[src/rtl/alu_pkg.sv]
// Shared opcode constants, state encoding and request bundle for the ALU
// and the ALU request arbiter.
package alu_pkg;

    localparam logic [3:0] OP_ADD = 4'd0;
    localparam logic [3:0] OP_SUB = 4'd1;
    localparam logic [3:0] OP_INC = 4'd2;
    localparam logic [3:0] OP_DEC = 4'd3;
    localparam logic [3:0] OP_AND = 4'd4;
    localparam logic [3:0] OP_OR  = 4'd5;
    localparam logic [3:0] OP_NOT = 4'd6;
    localparam logic [3:0] OP_XOR = 4'd7;
    localparam logic [3:0] OP_SHR = 4'd8;
    localparam logic [3:0] OP_SHL = 4'd9;
    localparam logic [3:0] OP_MAX = OP_SHL;

    typedef enum logic [1:0] {
        ST_IDLE  = 2'd0,
        ST_ISSUE = 2'd1,
        ST_RESP  = 2'd2
    } arb_state_t;

    typedef struct packed {
        logic [3:0]  op;
        logic [31:0] a;
        logic [31:0] b;
        logic        fin;
    } alu_req_t;

    function automatic logic op_legal(input logic [3:0] op);
        return op <= OP_MAX;
    endfunction

endpackage

[src/rtl/rr_arb2.sv]
// Two-way round-robin arbiter: one-hot grant, pointer advances on accept.
module rr_arb2 (
    input  logic       clk,
    input  logic       rst,
    input  logic [1:0] req,
    input  logic       adv,
    output logic [1:0] gnt
);

    // ptr = 1 means requester 1 wins when both request
    logic ptr;

    // grant: a lone requester always wins, contention resolved by ptr
    always_comb begin
        gnt = req;
        if (req == 2'b11)
            gnt = ptr ? 2'b10 : 2'b01;
    end

    // after granting requester i, favour the other one next time
    always_ff @(posedge clk or posedge rst) begin
        if (rst)
            ptr <= 1'b0;
        else if (adv)
            ptr <= gnt[0];
    end

endmodule

[src/rtl/alu_arbiter.sv]
// Arbitrates two requesters onto one shared, externally instantiated ALU
// and returns one tagged response per accepted operation.
module alu_arbiter
    import alu_pkg::*;
#(
    parameter int CNT_W = 16
) (
    input  logic             clk,
    input  logic             rst,
    input  logic [1:0]       req_valid,
    output logic [1:0]       req_ready,
    input  logic [3:0]       req0_op,
    input  logic [31:0]      req0_a,
    input  logic [31:0]      req0_b,
    input  logic             req0_fin,
    input  logic [3:0]       req1_op,
    input  logic [31:0]      req1_a,
    input  logic [31:0]      req1_b,
    input  logic             req1_fin,
    output logic             resp_valid,
    input  logic             resp_ready,
    output logic             resp_tag,
    output logic [31:0]      resp_result,
    output logic [3:0]       resp_flags,
    output logic             resp_err,
    output logic [31:0]      alu_a,
    output logic [31:0]      alu_b,
    output logic [3:0]       alu_ctrl,
    output logic             alu_flag_in,
    input  logic [31:0]      alu_result,
    input  logic [3:0]       alu_flags,
    output logic [CNT_W-1:0] op_count
);

    arb_state_t state, nxt;
    logic [1:0] gnt;
    logic       accept;
    logic       gsel;
    logic       hs;
    logic       legal;
    alu_req_t   sel;

    rr_arb2 u_rr (
        .clk (clk),
        .rst (rst),
        .req (req_valid),
        .adv (accept),
        .gnt (gnt)
    );

    assign accept = |(req_valid & req_ready);
    assign gsel   = gnt[1];
    assign hs     = resp_valid & resp_ready;
    assign legal  = op_legal(sel.op);

    // mux the granted requester's operation
    always_comb begin
        sel = '{op: req0_op, a: req0_a, b: req0_b, fin: req0_fin};
        if (gsel)
            sel = '{op: req1_op, a: req1_a, b: req1_b, fin: req1_fin};
    end

    // state register
    always_ff @(posedge clk or posedge rst) begin
        if (rst)
            state <= ST_IDLE;
        else
            state <= nxt;
    end

    // next state: illegal ops skip the ALU cycle entirely
    always_comb begin
        nxt = state;
        case (state)
            ST_IDLE:  if (accept) nxt = legal ? ST_ISSUE : ST_RESP;
            ST_ISSUE: nxt = ST_RESP;
            ST_RESP:  if (hs) nxt = ST_IDLE;
            default:  nxt = ST_IDLE;
        endcase
    end

    // outputs: grant only offered in IDLE and never while reset is held
    always_comb begin
        req_ready  = (state == ST_IDLE && !rst) ? gnt : 2'b00;
        resp_valid = (state == ST_RESP);
    end

    // ALU operand registers; held through ISSUE and untouched by illegal ops
    always_ff @(posedge clk or posedge rst) begin
        if (rst) begin
            alu_a       <= '0;
            alu_b       <= '0;
            alu_ctrl    <= '0;
            alu_flag_in <= 1'b0;
        end else if (state == ST_IDLE && accept && legal) begin
            alu_a       <= sel.a;
            alu_b       <= sel.b;
            alu_ctrl    <= sel.op;
            alu_flag_in <= sel.fin;
        end
    end

    // response registers: tag at accept, payload at end of ISSUE or error at accept
    always_ff @(posedge clk or posedge rst) begin
        if (rst) begin
            resp_tag    <= 1'b0;
            resp_result <= '0;
            resp_flags  <= '0;
            resp_err    <= 1'b0;
        end else if (state == ST_IDLE && accept) begin
            resp_tag <= gsel;
            if (!legal) begin
                resp_err    <= 1'b1;
                resp_result <= '0;
                resp_flags  <= '0;
            end
        end else if (state == ST_ISSUE) begin
            resp_result <= alu_result;
            resp_flags  <= alu_flags;
            resp_err    <= 1'b0;
        end
    end

    // saturating count of completed legal operations
    always_ff @(posedge clk or posedge rst) begin
        if (rst)
            op_count <= '0;
        else if (hs && !resp_err && op_count != {CNT_W{1'b1}})
            op_count <= op_count + CNT_W'(1);
    end

endmodule

[config.mk]
export PLATFORM = sky130hd
export DESIGN_NAME = alu_arbiter
export DESIGN_NICKNAME = d
export VERILOG_FILES = /design/src/rtl/alu_pkg.sv /design/src/rtl/rr_arb2.sv /design/src/rtl/alu_arbiter.sv
export SDC_FILE = /design/constraint.sdc
export NUM_CORES = 1
export LEC_CHECK = 0
export CAP_MARGIN = 20
export CORE_UTILIZATION = 41
export DETAILED_ROUTE_END_ITERATION = 8
export GPL_TIMING_DRIVEN = 0
export PLACE_DENSITY_LB_ADDON = 0.2
export SYNTH_ARGS = -nofsm -noshare
export SYNTH_HDL_FRONTEND = slang
export SYNTH_SLANG_ARGS = --single-unit
[constraint.sdc]
create_clock -name clk -period 4.8 [get_ports clk]
set_clock_uncertainty 0.2 [all_clocks]
set_input_delay 0.72 -clock clk [delete_from_list [all_inputs] [get_ports clk]]
set_output_delay 0.72 -clock clk [all_outputs]
set_load 0.01 [all_outputs]
==> results.toml, run 1 <==
[run_status]
outcome = "finished with violations"
violations = "DRC"

[pwr]
p_total_mw = 5.596
seqPwrFrac_pct = 32.8
swShare_pct = 30.73
power.density_nw_per_um2 = 555.1
p_comb_share_pct = 44.7
peakVddDrop_uv = 322.2
internal_power_mw = 3.876
leakage_nw = 4.329
clkPwrFrac_pct = 22.5
power.switching_mw = 1.720

[placement]
io_buffers = 304
globalplace.congestion = 0.8263
placedCellCount = 967
dp_slack_ps = 1506
dp_hpwl_mm = 13.16
dpl-instance-area_um2 = 9499

[global_route]
overflow = 0
antenna_found_initial = 0
grt_max_degree = 83
first_global_vias = 5157
grt_usage_pct = 23.08
grt_pass1_wl_mm = 27.76

[setup_path]
crit_path_frequent_cell = "clkdlybuf4s50_1"
cp-start-kind = "input pin"
slowest_delay_ps = 600
worst_path_max_delay_cell = "clkdlybuf4s50_1"
worstSetupPathType = "in -> out"
cp_cell_sequence = "clkdlybuf4s50_1, nor3_2, nand2_1, a21oi_1, clkdlybuf4s50_1"
path_delay_family = "buffers and inverters"
cp.arrival_ps = 2370
worst-path-buf-inv = 2
critical_path_required_ps = 3880
cp-end-kind = "output pin"
critPathMaxFanout = 5

[clock_network]
clk_latency_ps = 410
clk_pin_slew_ps = 60
clk_path_buf_depth = 2
cts_tree = "built"
ctsResizeCount = 0
cts-buffers-inserted = 17
clock_sinks = 126
cts_setup_buffers = 0
htree_levels = 4
cts-root-buf = "clkbuf_16"
hold_buffers = 0

[synthesis]
ys_async_sr_fraction_pct = 100.0
yosys.area.top_type = "dfrtp_1"
synthMostInstantiatedCell = "dfrtp_1"
seq_area_frac_synth_pct = 50.91
synth_nets = 658
synth_cell_types = 42
synth_top_flop_cell = "dfrtp_1"
synth_area_leaders = "dfrtp_1 (51%), mux2_4 (16%), mux2_2 (11%), nand2_1 (4.7%), buf_12 (2.3%)"
syn_inst = 478
yosys_warnings = 0
ys_ff_latch = 126
synth_edf_count = 0
syn_area_um2 = 6193
synth_common_cells = "dfrtp_1 (126), nand2_1 (78), mux2_4 (68), mux2_2 (59), o21ai_1 (19)"
syn_area_per_cell_um2 = 12.96
synth.top_cell.area_share_pct = 50.91

[layout]
seq_area_um2 = 3153
final_area_um2 = 10080
multi_input_area_um2 = 2779
n_antenna_cell = 0
fin_util_pct = 68.84
nFillCells = 1037
area_delta_synth_final_pct = 62.77
fin_cells = 999
fin_nets = 982
final_layout_size_suffix_gt1_share_pct = 22.45

[sta]
drv_slew = 0
holdWs_ps = 306.8
grt_setup_unrepaired = "no"
finalWorstSetupSlack_ps = 1511
setup-tns-final_ps = 0
fin_crit_sh_pct = 68.53
hold_viol_final = 0
min_period_ps = 3289
tightest_slew_ps = 597.3
fmax_mhz = 304.0
finalSetupViolCount = 0
slew_headroom_pct = 60.18

[detailed_routing]
wirelength_met1_mm = 6.705
first_iter_violations = 200
antenna_left = 0
viasPerCell = 4.893
via_count = 4888
drc_errors = 46
first_pass_iters = 7
met3WireLength_mm = 1.804
routed-wl-met2_mm = 8.510
wl_mm = 17.39
wire_per_inst_um = 17.41
top_layer_used = "met4"

[run]
cap_violations = 0

[floorplanning]
die_y_um = 124.9
num_rows = 44
ioPinCount = 305
start_util_pct = 42.29
coreArea_um2 = 14640
die_area_um2 = 15600
die_x_um = 124.9

[hold_path]
hp-class = "reg -> reg"
[final timing paths]
| path | end | startpoint | depth (start not counted) | slack [ps] |
|---|---|---|---|---|
| min reg2reg | alu_a[6] | alu_a[6] | 1 | 310 |
| min in group asynchronous | u_rr.ptr | rst | 2 | 550 |
| min | alu_a[6] | alu_a[6] | 1 | 310 |
| max in group asynchronous | alu_a[28] | rst | 3 | 3120 |
| max | req_ready[0] | rst | 5 | 1510 |
| max reg2reg | alu_b[24] | u_rr.ptr | 5 | 2480 |
[kinds of logic after synthesis]
family / Yosys count / synth area share (%)
adder cells (fa/ha/maj): 1 / 0.2020
buffers and inverters: 32 / 4.222
XOR/XNOR: 15 / 2.121
AND/OR/NAND/NOR: 117 / 8.848
multiplexers: 138 / 29.19
AO/OA/AOI/OAI: 49 / 4.505
flip-flops: 126 / 50.91
[cell usage in the layout (no fill, tap or decap), types with 3 or more instances in the layout]
master and count:
and3_1 3, mux2_1 10, buf_2 4, xor2_1 15, mux2_4 68, buf_12 7, clkbuf_1 14, clkinv_4 3
clkdlybuf4s50_1 304, nand3_1 5, clkbuf_16 17, nand2_1 78, mux2_2 59, nor2_1 3, o21ai_1 19, nor3_2 3
nor3_1 7, buf_6 3, inv_6 7, o21ai_0 18, nand4_1 4, dfrtp_1 126
[registers in the layout (all words and copies together), names as in the netlist]
register     count
alu_a           32
alu_b           32
resp_result     32
op_count        16
alu_ctrl         4
resp_flags       4
state            2
alu_flag_in      1
resp_err         1
resp_tag         1
u_rr.ptr         1
[area by class of cell]
type | count | area share [%]
timing repair buffer | 305 | 30.46
inverter | 3 | 0.1614
tap | 184 | 2.284
buffer | 29 | 2.482
sequential | 126 | 31.28
clock buffer | 19 | 4.493
multi-input combinational | 320 | 27.57
clock inverter | 13 | 1.278
[per-layer routing]
metal  up-vias  GRT usage, %
li1       2316             -
met1      2342         25.66
met2       204         39.33
met3        26         10.05
met4         0         8.321
met5         -             0
[power by group through the flow]
stage | Clock (mW) | Combinational [mW] | Sequential (mW)
finish | 1.26 | 2.50 | 1.84
CTS | 1.28 | 2.53 | 1.84
global route | 1.33 | 2.65 | 1.90
detailed placement | 0 | 2.51 | 1.85
global placement | 0 | 2.47 | 1.82
floorplan | 0 | 0.950 | 2.04
Note: power is estimated with default switching activity, not from simulation.
==> inputs of run 2 (changes only) <==
Settings changed: CORE_UTILIZATION 41 to 37.
Clock period 4.8 ns to 2.8 ns, I/O delays scaled along.
==> run 2 against run 1 <==
  * The run now ends clean
  * Final area up 1.3%
  * Wire length up 4.5%
  * Combinational power up 71%
  * Non-clock buffer count up 2
  * First-iteration DRC count down 35%
  * Sequential power up 71%
  * Hold slack worse by 5.5 ps
  * Global-route usage down 1.5 points
  * Sequential share of layout area down 0.41 points
  * Critical endpoint unchanged
  * Largest cell class unchanged
  * Largest power group unchanged
  * Highest routed layer unchanged
==> results.toml, run 2 (synthesis results as in run 1) <==
[run_status]
outcome = "finished clean"

[layout]
final_cell_mix = "clkdlybuf4s50_1 (304), dfrtp_1 (126), nand2_1 (78)"
fin_cells = 1033
area_delta_synth_final_pct = 64.95
top_regs = "alu_a (32), alu_b (32), resp_result (32)"
seq_area_um2 = 3153
fin_nets = 984
fin_util_pct = 63.39
multi_input_area_um2 = 2779
nFillCells = 1226
final_area_um2 = 10220
layout_commonest_cell = "clkdlybuf4s50_1"
final_layout_size_suffix_gt1_share_pct = 22.64
n_antenna_cell = 0

[global_route]
first_global_vias = 5338
overflow = 0
grt_pass1_wl_mm = 29.09
grt_usage_pct = 21.58
grt_max_degree = 37
antenna_found_initial = 0

[clock_network]
cts-root-buf = "clkbuf_16"
ctsResizeCount = 0
clk_latency_ps = 420
clock_sinks = 126
clk_pin_slew_ps = 60
cts-buffers-inserted = 17
cts_tree = "built"
clk_path_buf_depth = 2
htree_levels = 4
hold_buffers = 0
cts_setup_buffers = 0

[placement]
globalplace.congestion = 0.8775
placedCellCount = 1001
dp_hpwl_mm = 13.74
dpl-instance-area_um2 = 9570
dp_slack_ps = -120.8
io_buffers = 304

[sta]
min_period_ps = 2650
hold_viol_final = 0
fin_crit_sh_pct = 94.65
tightest_slew_ps = 663.3
grt_setup_unrepaired = "no"
holdWs_ps = 301.3
drv_slew = 0
slew_headroom_pct = 55.78
setup-tns-final_ps = 0
finalSetupViolCount = 0
finalWorstSetupSlack_ps = 149.9
fmax_mhz = 377.3

[detailed_routing]
drc_errors = 0
wl_mm = 18.18
wire_per_inst_um = 17.60
antenna_left = 0
viasPerCell = 4.779
first_pass_iters = 5
via_count = 4937
first_iter_violations = 130

[setup_path]
cp.arrival_ps = 2030
critPathMaxFanout = 5
cp_cell_sequence = "clkdlybuf4s50_1, nor3_2, nand2_1, a21oi_1, clkdlybuf4s50_1"
cp-start-kind = "input pin"
slowest_delay_ps = 600
worst_path_max_delay_cell = "clkdlybuf4s50_1"
crit_path_frequent_cell = "clkdlybuf4s50_1"
worstSetupPathType = "in -> out"
critical_path_required_ps = 2180
reg2reg_depth = 5
regToRegEndpoint = "alu_a[1]"
cp-end-kind = "output pin"
r2r-start = "u_rr.ptr"
reg2reg_slack_ps = 420

[floorplanning]
die_y_um = 131.4
ioPinCount = 305
coreArea_um2 = 16120
num_rows = 46
die_x_um = 131.4
die_area_um2 = 17260
start_util_pct = 38.43

[pwr]
p_total_mw = 9.839
leakage_nw = 4.371
power.density_nw_per_um2 = 963.1
peakVddDrop_uv = 492.7

[run]
cap_violations = 0

[hold_path]
hp-class = "in -> async"
## run 2: layout make-up
type	instances	area share (%)
sequential	126	30.86
clock buffer	17	4.164
clock inverter	15	2.156
multi-input combinational	320	27.20
timing repair buffer	307	30.37
inverter	3	0.1470
tap	216	2.645
buffer	29	2.449
## run 2: worst max path at each step
stage                       from            to  slack [ps]  cells past startpoint
finish                       rst  req_ready[0]         150                      5
global route            state[0]  req_ready[0]          30                      4
CTS                     state[0]  req_ready[0]         130                      4
detailed placement  req_valid[0]     alu_b[27]        -120                      6
global placement             rst     alu_a[25]        -580                      2
floorplan                    rst      alu_a[0]         630                      1
## run 2: power breakdown
part	switching, mW	internal [mW]
clock network	0.836	1.58
logic	1.56	2.72
registers	0.507	2.65
total	2.90	6.94
## run 2: metal layers
metal	GRT usage [%]	share of wire, %	up-vias
li1	-	-	2322
met1	24.29	39	2370
met2	37.00	50	216
met3	8.256	9.2	29
met4	7.946	2.0	0
met5	0	0	-
## run 2: worst max-delay path, delay by kind of cell
kind | cells | cell delay [ps]
buffers and inverters | 2 | 1070
AO/OA/AOI/OAI | 1 | 180
AND/OR/NAND/NOR | 2 | 360
==> inputs of run 3 (changes only) <==
Settings changed: ABC_AREA set to 1.
==> run 3 against run 2 <==
  * Non-clock buffer count up 25
  * Register-to-register slack better by 150 ps
  * Wire length up 14%
  * Core utilization down 1.1 points
  * Final area up 1.0%
  * Die area up 1.4%
  * Clock power down 2%
  * Combinational power down 8.0%
  * Synthesized cell count up 78%
  * Total power down 5.4%
  * Sequential share of layout area down 0.32 points
  * Area after synthesis up 1.4%
  * Critical endpoint is now req_ready[1]
  * Largest power group unchanged
  * Highest routed layer unchanged
==> results.toml, run 3 <==
[run_status]
outcome = "finished clean"

[synthesis]
synth_xor_area_share_pct = 1.534
synth_top_flop_cell = "dfrtp_1"
synthMuxAreaShare_pct = 0
synthMostInstantiatedCell = "nand2_1"
ys_ff_latch = 126
ys_async_sr_fraction_pct = 100.0
seq_area_frac_synth_pct = 50.19
syn_area_um2 = 6282
synth_fa_ha_area_share_pct = 0.1992
yosys.area.top_type = "dfrtp_1"
yosys_warnings = 0
synth_common_cells = "nand2_1 (418), nand3_1 (178), dfrtp_1 (126), clkbuf_1 (22)"
synth-simple-area-share_pct = 41.74
synth_edf_count = 0
synth_area_leaders = "dfrtp_1 (50%), nand2_1 (25%), nand3_1 (14%), buf_2 (1.5%), clkbuf_1 (1.3%)"
synth_top_family_by_area = "simple AND/OR/NAND/NOR gates"
syn_area_per_cell_um2 = 7.382
synth_cell_types = 25
syn_inst = 851
synth_nets = 1031
synth.top_cell.area_share_pct = 50.19
synth_compound_gate_area_share_pct = 0.9361

[hold_path]
hold_end = "alu_a[4]"
hold_start = "alu_a[4]"
hp-class = "reg -> reg"
worstHoldPathCells = 2

[clock_network]
ctsResizeCount = 0
clk_latency_ps = 420
clk_path_buf_depth = 2
cts_tree = "built"
cts-buffers-inserted = 17
cts-root-buf = "clkbuf_16"
cts_setup_buffers = 1
clock_sinks = 126
hold_buffers = 0
htree_levels = 4
clk_pin_slew_ps = 60

[sta]
hold_viol_final = 0
finalSetupViolCount = 0
fmax_mhz = 375.6
min_period_ps = 2662
fin_crit_sh_pct = 95.08
setup-tns-final_ps = 0
grt_setup_unrepaired = "no"
tightest_slew_ps = 961.3
drv_slew = 0
slew_headroom_pct = 35.56

[detailed_routing]
drc_errors = 0
antenna_left = 0
viasPerCell = 4.749
wire_per_inst_um = 14.72
via_count = 6692
first_pass_iters = 4
first_iter_violations = 243
wl_mm = 20.74

[setup_path]
cp-end-kind = "output pin"
crit_path_frequent_cell = "clkdlybuf4s50_1"
worst-path-buf-inv = 3
worstSetupPathType = "in -> out"
worst_path_max_delay_cell = "clkdlybuf4s50_1"
r2r-start = "u_rr.ptr"
slowest_delay_ps = 610
reg2reg_slack_ps = 570
reg2reg_depth = 10
cp-start-kind = "input pin"
critical_path_required_ps = 2180
regToRegEndpoint = "alu_a[31]"
cp_cell_sequence = "clkdlybuf4s50_1, clkinvlp_4, nand2_1, nor2_1, clkdlybuf4s50_1"
path_delay_family = "buffers and inverters"
critPathMaxFanout = 4
cp.arrival_ps = 2040

[global_route]
grt_max_degree = 39
first_global_vias = 6411
grt_pass1_wl_mm = 33.00
overflow = 0
antenna_found_initial = 0
grt_usage_pct = 24.36

[floorplanning]
die_area_um2 = 17500
die_y_um = 132.3
die_x_um = 132.3
start_util_pct = 37.88
num_rows = 47
ioPinCount = 305
coreArea_um2 = 16580

[layout]
fin_nets = 1356
layout_commonest_cell = "nand2_1"
fin_util_pct = 62.25
top_regs = "alu_a (32), alu_b (32), resp_result (32)"
final_layout_size_suffix_gt1_share_pct = 5.887
final_cell_mix = "nand2_1 (418), clkdlybuf4s50_1 (303), nand3_1 (177)"
n_antenna_cell = 0
nFillCells = 1548
area_delta_synth_final_pct = 64.31

[placement]
globalplace.congestion = 0.8583
io_buffers = 303
dp_hpwl_mm = 15.59

[pwr]
peakVddDrop_uv = 434.4
leakage_nw = 5.045
power.density_nw_per_um2 = 901.8

[run]
cap_violations = 0
==> run 3: cell type report <==
| cell class | count | area [um2] | area share [%] |
|---|---|---|---|
| Sequential cell | 126 | 3153 | 30.55 |
| Timing Repair Buffer | 307 | 3100 | 30.04 |
| Multi-Input combinational cell | 647 | 2795 | 27.08 |
| Clock buffer | 19 | 452.9 | 4.388 |
| Tap cell | 220 | 275.3 | 2.667 |
| Buffer | 54 | 266.5 | 2.582 |
| Clock inverter | 13 | 187.7 | 1.818 |
| Inverter | 22 | 86.33 | 0.8364 |
| Timing Repair inverter | 1 | 5.005 | 0.04848 |
==> run 3: worst max-delay path by stage <==
stage                     cells after the start              end          from  slack, ps
final                                         5     req_ready[1]           rst        140
after global routing                          5     req_ready[1]  req_valid[0]         20
after CTS                                     5     req_ready[1]  req_valid[0]        130
after detailed placement                      5     req_ready[1]           rst       -450
after global placement                        5     req_ready[1]           rst      -2730
after floorplan                               8  resp_result[10]           rst       -710
==> run 3: metal layers <==
metal / GRT usage (%) / up-vias / share of wire (%)
li1: - / 3369 / -
met1: 28.94 / 3062 / 42
met2: 41.24 / 221 / 48
met3: 7.151 / 40 / 6.9
met4: 10.03 / 0 / 3.1
met5: 0 / - / 0
==> run 3: kinds of logic (layout without fill, tap and decap cells) <==
logic type,count (synthesis),after routing
compound gates,9,9
xor+xnor,11,11
fa+ha+maj,1,1
buf+inv,78,416
flops,126,126
simple gates,626,626
==> run 3: power breakdown <==
part / switching (mW) / leakage, nW / internal (mW)
Clock: 0.834 / 0.311 / 1.54
Sequential: 0.429 / 1.61 / 2.57
Combinational: 1.92 / 3.12 / 2.02
==> run 3: metrics by stage <==
step	total power, mW	hold slack [ps]	cell area (um2)	worst slack [ps]	instances
final	9.309	265.9	10320	137.8	1409
after detailed placement	6.998	257.0	9679	-451.8	1377
after global routing	9.921	283.1	10320	18.73	1409
after floorplan	4.718	308.6	6311	-709.7	851
after global placement	6.931	252.9	9619	-2735	1374
after CTS	9.409	271.1	10320	129.6	1409
==> run 3: worst reg2reg max path: stages, from the launching register on <==
cell and delay (ps):
dfrtp_1 390, inv_2 70, nand2_2 100, nand2_4 280, nand2_1 90, nand2_1 90, nand2_1 100, nand2_2 170
clkbuf_1 440, nand3_1 130, nand2_1 100
